===== src/rtl/core_pkg.sv =====
// rtl/core_pkg.sv - shared register-file widths and writeback request type
package core_pkg;

   localparam int REG_ADDR_SIZE  = 5;
   localparam int REG_DATA_WIDTH = 32;
   localparam int WB_NUM_REQ     = 3;

   typedef struct packed {
      logic                      we;
      logic [REG_ADDR_SIZE-1:0]  waddr;
      logic [REG_DATA_WIDTH-1:0] wdata;
   } wb_req_t;

endpackage


===== src/rtl/rr_arbiter.sv =====
// rtl/rr_arbiter.sv - combinational round-robin scan starting at ptr_i
module rr_arbiter #(
   parameter  int N  = 3,
   localparam int IW = (N > 1) ? $clog2(N) : 1
) (
   input  logic [N-1:0]  req_i,
   input  logic [IW-1:0] ptr_i,
   input  logic          en_i,
   output logic [N-1:0]  gnt_onehot_o,
   output logic [IW-1:0] gnt_idx_o,
   output logic          gnt_valid_o,
   output logic [IW-1:0] next_ptr_o
);

   logic          found;
   logic [IW:0]   idx;
   logic [IW-1:0] sel;

   always_comb begin
      found     = 1'b0;
      gnt_idx_o = '0;
      idx       = '0;
      sel       = '0;
      // Explicit modulo wrap keeps non-power-of-2 N correct.
      for (int i = 0; i < N; i++) begin
         idx = {1'b0, ptr_i} + (IW+1)'(i);
         if (idx >= (IW+1)'(N)) idx = idx - (IW+1)'(N);
         sel = idx[IW-1:0];
         if (!found && req_i[sel]) begin
            found     = 1'b1;
            gnt_idx_o = sel;
         end
      end
   end

   always_comb begin
      gnt_onehot_o = '0;
      gnt_valid_o  = found & en_i;
      if (gnt_valid_o) gnt_onehot_o[gnt_idx_o] = 1'b1;
      next_ptr_o = (gnt_idx_o == IW'(N-1)) ? '0 : gnt_idx_o + IW'(1);
   end

endmodule


===== src/rtl/wb_port_arbiter.sv =====
// rtl/wb_port_arbiter.sv - round-robin share of the commit-stage regfile write port
module wb_port_arbiter #(
   parameter  int NUM_REQ        = core_pkg::WB_NUM_REQ,
   parameter  int REG_ADDR_SIZE  = core_pkg::REG_ADDR_SIZE,
   parameter  int REG_DATA_WIDTH = core_pkg::REG_DATA_WIDTH,
   localparam int IW             = $clog2(NUM_REQ)
) (
   input  logic                              clk_i,
   input  logic                              rst_ni,
   input  logic                              flush_i,
   input  logic [NUM_REQ-1:0]                req_valid_i,
   output logic [NUM_REQ-1:0]                req_ready_o,
   input  logic [NUM_REQ*REG_ADDR_SIZE-1:0]  req_waddr_i,
   input  logic [NUM_REQ*REG_DATA_WIDTH-1:0] req_wdata_i,
   input  logic                              commit_ack_i,
   output logic                              commit_regfile_we_o,
   output logic [REG_ADDR_SIZE-1:0]          commit_regfile_waddr_o,
   output logic [REG_DATA_WIDTH-1:0]         commit_regfile_wdata_o,
   output logic [IW-1:0]                     grant_id_o
);

   localparam logic [0:0] ST_EMPTY = 1'b0;
   localparam logic [0:0] ST_FULL  = 1'b1;

   logic [0:0]                state_q, state_d;
   logic [IW-1:0]             rr_ptr_q, rr_ptr_d;
   logic [IW-1:0]             gid_q, gid_d;
   logic [REG_ADDR_SIZE-1:0]  waddr_q, waddr_d;
   logic [REG_DATA_WIDTH-1:0] wdata_q, wdata_d;

   logic                      can_accept;
   logic                      arb_en;
   logic                      fire;
   logic [IW-1:0]             gnt_idx;
   logic [IW-1:0]             next_ptr;
   logic [REG_ADDR_SIZE-1:0]  win_waddr;
   logic [REG_DATA_WIDTH-1:0] win_wdata;

   // Ack frees the slot in the same cycle, so a new winner loads with no bubble.
   assign can_accept = (state_q == ST_EMPTY) | commit_ack_i;
   assign arb_en     = can_accept & ~flush_i & rst_ni;

   rr_arbiter #(.N(NUM_REQ)) u_rr (
      .req_i        (req_valid_i),
      .ptr_i        (rr_ptr_q),
      .en_i         (arb_en),
      .gnt_onehot_o (req_ready_o),
      .gnt_idx_o    (gnt_idx),
      .gnt_valid_o  (fire),
      .next_ptr_o   (next_ptr)
   );

   assign win_waddr = req_waddr_i[gnt_idx*REG_ADDR_SIZE +: REG_ADDR_SIZE];
   assign win_wdata = req_wdata_i[gnt_idx*REG_DATA_WIDTH +: REG_DATA_WIDTH];

   always_comb begin
      state_d  = state_q;
      rr_ptr_d = rr_ptr_q;
      gid_d    = gid_q;
      waddr_d  = waddr_q;
      wdata_d  = wdata_q;
      if (flush_i) begin
         state_d = ST_EMPTY;
      end else if (fire) begin
         rr_ptr_d = next_ptr;
         // Writes to x0 are consumed but never presented to the commit stage.
         if (win_waddr != '0) begin
            state_d = ST_FULL;
            gid_d   = gnt_idx;
            waddr_d = win_waddr;
            wdata_d = win_wdata;
         end else begin
            state_d = ST_EMPTY;
         end
      end else if (state_q == ST_FULL && commit_ack_i) begin
         state_d = ST_EMPTY;
      end
   end

   always_ff @(posedge clk_i or negedge rst_ni) begin
      if (!rst_ni) begin
         state_q  <= ST_EMPTY;
         rr_ptr_q <= '0;
         gid_q    <= '0;
         waddr_q  <= '0;
         wdata_q  <= '0;
      end else begin
         state_q  <= state_d;
         rr_ptr_q <= rr_ptr_d;
         gid_q    <= gid_d;
         waddr_q  <= waddr_d;
         wdata_q  <= wdata_d;
      end
   end

   assign commit_regfile_we_o    = (state_q == ST_FULL);
   assign commit_regfile_waddr_o = waddr_q;
   assign commit_regfile_wdata_o = wdata_q;
   assign grant_id_o             = gid_q;

   a_ready_onehot0 : assert property (@(posedge clk_i) disable iff (!rst_ni)
      $onehot0(req_ready_o));

   a_hold_stable : assert property (@(posedge clk_i) disable iff (!rst_ni)
      (state_q == ST_FULL && !commit_ack_i && !flush_i) |=>
         (commit_regfile_we_o &&
          $stable({commit_regfile_waddr_o, commit_regfile_wdata_o, grant_id_o})));

endmodule


===== config.mk =====
export PLATFORM = sky130hd
export DESIGN_NAME = wb_port_arbiter
export DESIGN_NICKNAME = d
export VERILOG_FILES = /design/src/rtl/core_pkg.sv /design/src/rtl/rr_arbiter.sv /design/src/rtl/wb_port_arbiter.sv
export SDC_FILE = /design/constraint.sdc
export NUM_CORES = 1
export LEC_CHECK = 0
export CORE_MARGIN = 4
export CORE_UTILIZATION = 35
export DETAILED_ROUTE_END_ITERATION = 10
export GPL_ROUTABILITY_DRIVEN = 0
export PLACE_DENSITY_LB_ADDON = 0.08
export RECOVER_POWER = 100
export REMOVE_ABC_BUFFERS = 1
export SYNTH_ARGS = -nofsm -noshare
export SYNTH_HDL_FRONTEND = slang
export SYNTH_HIERARCHICAL = 1
export SYNTH_SLANG_ARGS = --single-unit

===== constraint.sdc =====
create_clock -name clk_i -period 6.5 [get_ports clk_i]
set_clock_uncertainty 0.1 [all_clocks]
set_input_delay 1.3 -clock clk_i [delete_from_list [all_inputs] [get_ports clk_i]]
set_output_delay 1.3 -clock clk_i [all_outputs]
set_load 0.1 [all_outputs]

==> reports/qor.txt, run 1 <==
outcome: finished with violations
violated checks: max-capacitance violations, max-slew violations
# clock sinks: 42
Seq cells post-synth: 42
Worst Setup End Kind: register
vias in the first global route: 2698
Multi-input gate area: 0.00162 mm2
buffer count from post-CTS setup fixing: 0
post-route clock period utilization: 84.0%
Final Hold Fails: 0
Layout area overhead: 60.4%
Placed Area: 0.00445 mm2
DR iter-0 viols: 79
most area-consuming cells after synthesis: dfrtp_1 37%, mux2i_1 14%, mux2_2 14%
crit path DAT: 5.53 ns
Worst-path clk slew: 0.08 ns
Slowest Stage Delay on Critical Path: 0.86 ns
DIE WIDTH: 97.6 um
post-route ant nets: 0
sequential area share after synthesis: 37.4%
drt drc: 0
Synth Area per Inst: 10.2 um2
Post-synth EDFFs: 0
GRT overflow: 0
top cell type's share of synthesized area: 37.4%
main flop type after synthesis: dfrtp_1
Max Slew Vio Count: 43
Resized Gates After CTS: 0
ratio of cells with drive above 1 in the final layout: 13.1%
fmax: 0.183 GHz
Core Box Area: 0.00777 mm2
GR Util All Layers: 17.4%
# H-tree levels: 2
cell area after layout: 0.00451 mm2
Register Area: 0.00105 mm2
Worst Max-Slew Pin Slew: 2.21 ns
total CTS buffers: 5
worst path required time: 6.57 ns
hold buffer count at CTS: 0
Port Buffers: 160
DP HPWL: 6.47 mm
# IOs: 161
unrepaired setup endpoints after global routing: false
fin nets: 550
First-pass DRT Iterations: 4
Worst slew margin: -47.0%
Clock Tree Buf Depth: 2
vias per std cell: 4.95
final wirelength: 8.36 mm
number of distinct library cells after synthesis: 49
Post-Syn Area: 0.00281 mm2
clock root buffer: clkbuf_8
max_cap viols: 1
Starting Density: 36.2%
Synth top cells by count: 42 x dfrtp_1, 40 x mux2i_1, 37 x nand2_1
Final setup viols: 0
crit path cell chain: dlygate4sd3_1 -> mux2i_1 -> o22ai_1 -> nor3_1 -> a21o_1 -> nor2b_2 -> o2bb2ai_1 -> nor2_1 -> a21boi_4 -> buf_4 -> mux2_2
largest net degree at the start of global routing: 43
die area: 0.00953 mm2
fill cell count: 711
Skew-Pair Late Insertion Delay: 0.29 ns
WP buf/inv: 2
die height: 97.6 um
FP Rows: 32
post-synth top area cell: dfrtp_1
CP Launch Type: primary input
wire per inst: 15.8 um
Async SR Flop Fraction: 100%
vias post-DR: 2624
CTS tree: yes
hold crit path type: reg -> reg
initial antenna violation count: 0
kind of cell adding the most delay to the critical path: compound AO/OA/AOI/OAI gates
CP Class: in -> reg
Mapped Cells: 275
Synth Warn #: 6
setup TNS: 0 ns
top-count cell post-synth: dfrtp_1
ANT cells: 0
minimum clock period: 5.46 ns
first-pass GRT wire length: 13.4 mm
crit path max fanout: 35
slowest stage cell, crit path: nor2b_2
stage by stage:
step           cells  hold slack, ns  worst slack [ns]  util, %
2_1_floorplan    256           0.434             0.792        -
3_3_place_gp     523           0.390              1.17     57.2
3_5_place_dp     523           0.395              1.03     57.2
4_1_cts          530           0.413              1.34     58.3
5_1_grt          530           0.428             0.760     58.0
6_report         530           0.403              1.04     58.0
sequential cells by signal, summed over array words and instances, names as in the netlist:
name,cells
rr_ptr_q,2
commit_regfile_wdata_o,32
commit_regfile_waddr_o,5
grant_id_o,2
commit_regfile_we_o,1
layer usage:
layer	track usage, %	share of wire (%)	wire [um]	vias to the layer above
li1	-	-	-	1306
met1	19.4	40	3320	1222
met2	31.4	51	4300	94
met3	6.75	8.6	721	2
met4	3.51	0.19	16	0
met5	0	0	0	-
placed cells by master, fill, tap and decap left out, types with 6 or more instances in the layout:
| cell | instances |
|---|---|
| clkbuf_1 | 6 |
| clkdlybuf4s50_1 | 115 |
| dfrtp_1 | 42 |
| dlygate4sd3_1 | 41 |
| inv_1 | 6 |
| mux2_2 | 35 |
| mux2i_1 | 40 |
| nand2_1 | 37 |
| o21ai_0 | 36 |
cell type report:
type | instances | share of cell area [%]
Multi-Input combinational cell | 208 | 35.9
Clock inverter | 1 | 0.167
Inverter | 6 | 0.500
Timing Repair Buffer | 165 | 35.7
Clock buffer | 6 | 1.61
Tap cell | 102 | 2.83
Sequential cell | 42 | 23.3
final timing paths:
check	slack [ns]	startpoint	to	cells past startpoint
worst max-delay path	1.04	req_valid_i[1]	commit_regfile_wdata_o[30]	11
worst min-delay path	0.40	commit_regfile_wdata_o[4]	commit_regfile_wdata_o[4]	1
worst max register to register	1.78	rr_ptr_q[0]	commit_regfile_wdata_o[28]	12
worst min register to register	0.40	commit_regfile_wdata_o[4]	commit_regfile_wdata_o[4]	1
max in group asynchronous	3.34	rst_ni	commit_regfile_wdata_o[26]	2
min in group asynchronous	1.70	rst_ni	commit_regfile_wdata_o[24]	2
worst reg2reg max path, stage by stage, from the launching register on:
cell and delay (ns):
dfrtp_1 0.39, inv_1 0.07, ha_1 0.53, and2b_4 0.25
o21a_1 0.23, nor3_1 0.37, a21o_1 0.89, nor2b_2 0.41
o2bb2ai_1 0.29, nor3_2 0.32, a21boi_4 0.08, buf_4 0.28
mux2_1 0.38
kinds of logic (layout without fill, tap and decap cells):
family	Yosys count	after routing	share of synthesized area, %
muxes	76	76	28.7
AOI/OAI and AO/OA	68	68	16.5
and+or+nand+nor	59	59	10.2
DFF	42	42	37.4
buffers and inverters	25	178	5.12
adders and majority gates	5	5	2.14
Power of run 1 is not shown: default switching activity piles up to over one toggle a cycle in this logic, so the estimate is an artifact.
==> run 2, diff against run 1 <==
- clock period: 6.5 -> 4.71 ns (I/O delays scaled with it)
==> reports/qor.txt, run 2 (same netlist as run 1, synthesis figures left out) <==
outcome: finished with violations
violated checks: max-capacitance violations, max-slew violations
crit path from: req_valid_i[1]
total CTS buffers: 5 (unchanged)
max_cap viols: 1 (unchanged)
global routing's busiest layer: met2
met3 Use GR: 6.53% (-0.22 points)
buffer count from post-CTS setup fixing: 0 (unchanged)
reg-to-reg startpoint: rr_ptr_q[0]
Core Box Area: 0.00777 mm2 (unchanged)
vias per std cell: 4.95 (-0.11%)
leading cell type in the layout, fill and taps excluded: clkdlybuf4s50_1
unrepaired setup endpoints after global routing: false
r2r setup slk: 0.80 ns (-0.98 ns)
initial antenna violation count: 0 (unchanged)
GR Util All Layers: 17.4% (-0.018 points)
CP Class: in -> reg
hold_ws: 0.399 ns (-0.00475 ns)
DP HPWL: 6.59 mm (+1.8%)
vias post-DR: 2641 (+0.65%)
setup TNS: 0 ns (unchanged)
Post-Place Cells: 526 (+0.57%)
fin nets: 553 (+0.55%)
first-pass GRT wire length: 13.5 mm (+0.62%)
Clock Tree Buf Depth: 2 (unchanged)
ANT cells: 0 (unchanged)
Worst-path clk slew: 0.09 ns (about the same)
hold buffer count at CTS: 0 (unchanged)
drt drc: 0 (unchanged)
post-route ant nets: 0 (unchanged)
Starting Density: 36.2% (unchanged)
GRT overflow: 0 (unchanged)
# clock sinks: 42 (unchanged)
minimum clock period: 4.23 ns
Worst Max-Slew Pin Slew: 2.22 ns (+0.0130 ns)
Worst Setup End Kind: register
post-route clock period utilization: 89.9%
DR iter-0 viols: 66 (-16%)
Final setup viols: 0 (unchanged)
commonest cells after routing, fill and taps aside: 115 x clkdlybuf4s50_1, 42 x dfrtp_1, 41 x dlygate4sd3_1
die area: 0.00953 mm2 (unchanged)
Final Hold Fails: 0 (unchanged)
Worst R2R End: commit_regfile_wdata_o[19]
fmax: 0.236 GHz
DIE WIDTH: 97.6 um (unchanged)
Skew-Pair Late Insertion Delay: 0.29 ns (about the same)
ratio of cells with drive above 1 in the final layout: 14.8% (+1.7 points)
Max Slew Vio Count: 43 (unchanged)
Port Buffers: 160 (unchanged)
fill cell count: 716 (+0.70%)
Multi-input gate area: 0.00162 mm2 (about the same)
vias in the first global route: 2722 (+0.89%)
crit path max fanout: 31 (-11%)
# IOs: 161 (unchanged)
First-pass DRT Iterations: 4 (unchanged)
CTS tree: yes
final wirelength: 8.42 mm (+0.73%)
hold crit path type: reg -> reg
Register Area: 0.00105 mm2 (unchanged)
die height: 97.6 um (unchanged)
crit path DAT: 4.31 ns (-1.22 ns)
Core Util, Final: 58.9% (+0.84 points)
CP Launch Type: primary input
FP Rows: 32 (unchanged)
max reg flops: 32 (unchanged)
worst path required time: 4.78 ns (-1.79 ns)
Layout area overhead: 62.7%
routing usage on met1: 19.4% (about the same)
wire per inst: 15.8 um (about the same)
final cell count without fillers: 534 (+0.75%)
Resized Gates After CTS: 0 (unchanged)
Worst slew margin: -47.9% (-0.87 points)
# H-tree levels: 2 (unchanged)
R2R depth: 12 (unchanged)
largest net degree at the start of global routing: 43 (unchanged)
Worst setup endpoint: commit_regfile_wdata_o[19]
clock root buffer: clkbuf_8
GR Util met2: 31.7% (+0.26 points)
## run 2: changes by cell type in the layout (fill, tap and decap cells not counted)
cell        before  now
clkbuf_2         0    3
buf_4            4    5
clkbuf_1         6    3
bufinv_16        0    1
clkinv_2         0    2
a21o_1           3    2
a21o_2           0    1
buf_12           0    1
clkinvlp_4       1    0
## run 2: layout make-up
cell class / instances / area share, %
Tap cell: 102 / 2.79
Multi-Input combinational cell: 208 / 35.4
Clock inverter: 3 / 0.876
Inverter: 6 / 0.492
Timing Repair Buffer: 168 / 36.0
Sequential cell: 42 / 23.0
Clock buffer: 5 / 1.50
## run 2: stage by stage
stage | worst slack, ns | instance area (um2)
2_1_floorplan | -0.545 | 2690
3_3_place_gp | 0.423 | 4510
3_5_place_dp | 0.278 | 4510
4_1_cts | 0.572 | 4610
5_1_grt | 0.212 | 4570
6_report | 0.475 | 4570
## run 2: worst min path at each step
stage          slack [ns]                  startpoint                         end  cells past startpoint
3_5_place_dp         0.39   commit_regfile_waddr_o[1]   commit_regfile_waddr_o[1]                      1
2_1_floorplan        0.43                 rr_ptr_q[1]                 rr_ptr_q[1]                      1
5_1_grt              0.42   commit_regfile_wdata_o[4]   commit_regfile_wdata_o[4]                      1
4_1_cts              0.41   commit_regfile_waddr_o[1]   commit_regfile_waddr_o[1]                      1
6_report             0.40   commit_regfile_waddr_o[1]   commit_regfile_waddr_o[1]                      1
3_3_place_gp         0.39  commit_regfile_wdata_o[15]  commit_regfile_wdata_o[15]                      1
## run 2: worst max-delay path, cell delays in order
cell           delay [ns]
dlygate4sd3_1        0.70
mux2i_1              0.20
o22ai_1              0.38
nor3_1               0.15
a21o_2               0.35
nor2b_2              0.33
o2bb2ai_1            0.22
nor2_1               0.14
a21boi_4             0.28
buf_12               0.24
mux2_2               0.35
## run 2: per-layer routing
layer  part of all wire [%]  vias to the layer above  routed length (um)
li1                       -                     1309                   -
met1                     39                     1229                3290
met2                     51                       97                4330
met3                    8.6                        6                 725
met4                   0.77                        0                  65
met5                      0                        -                   0
Power of run 2 is left out for the same reason.
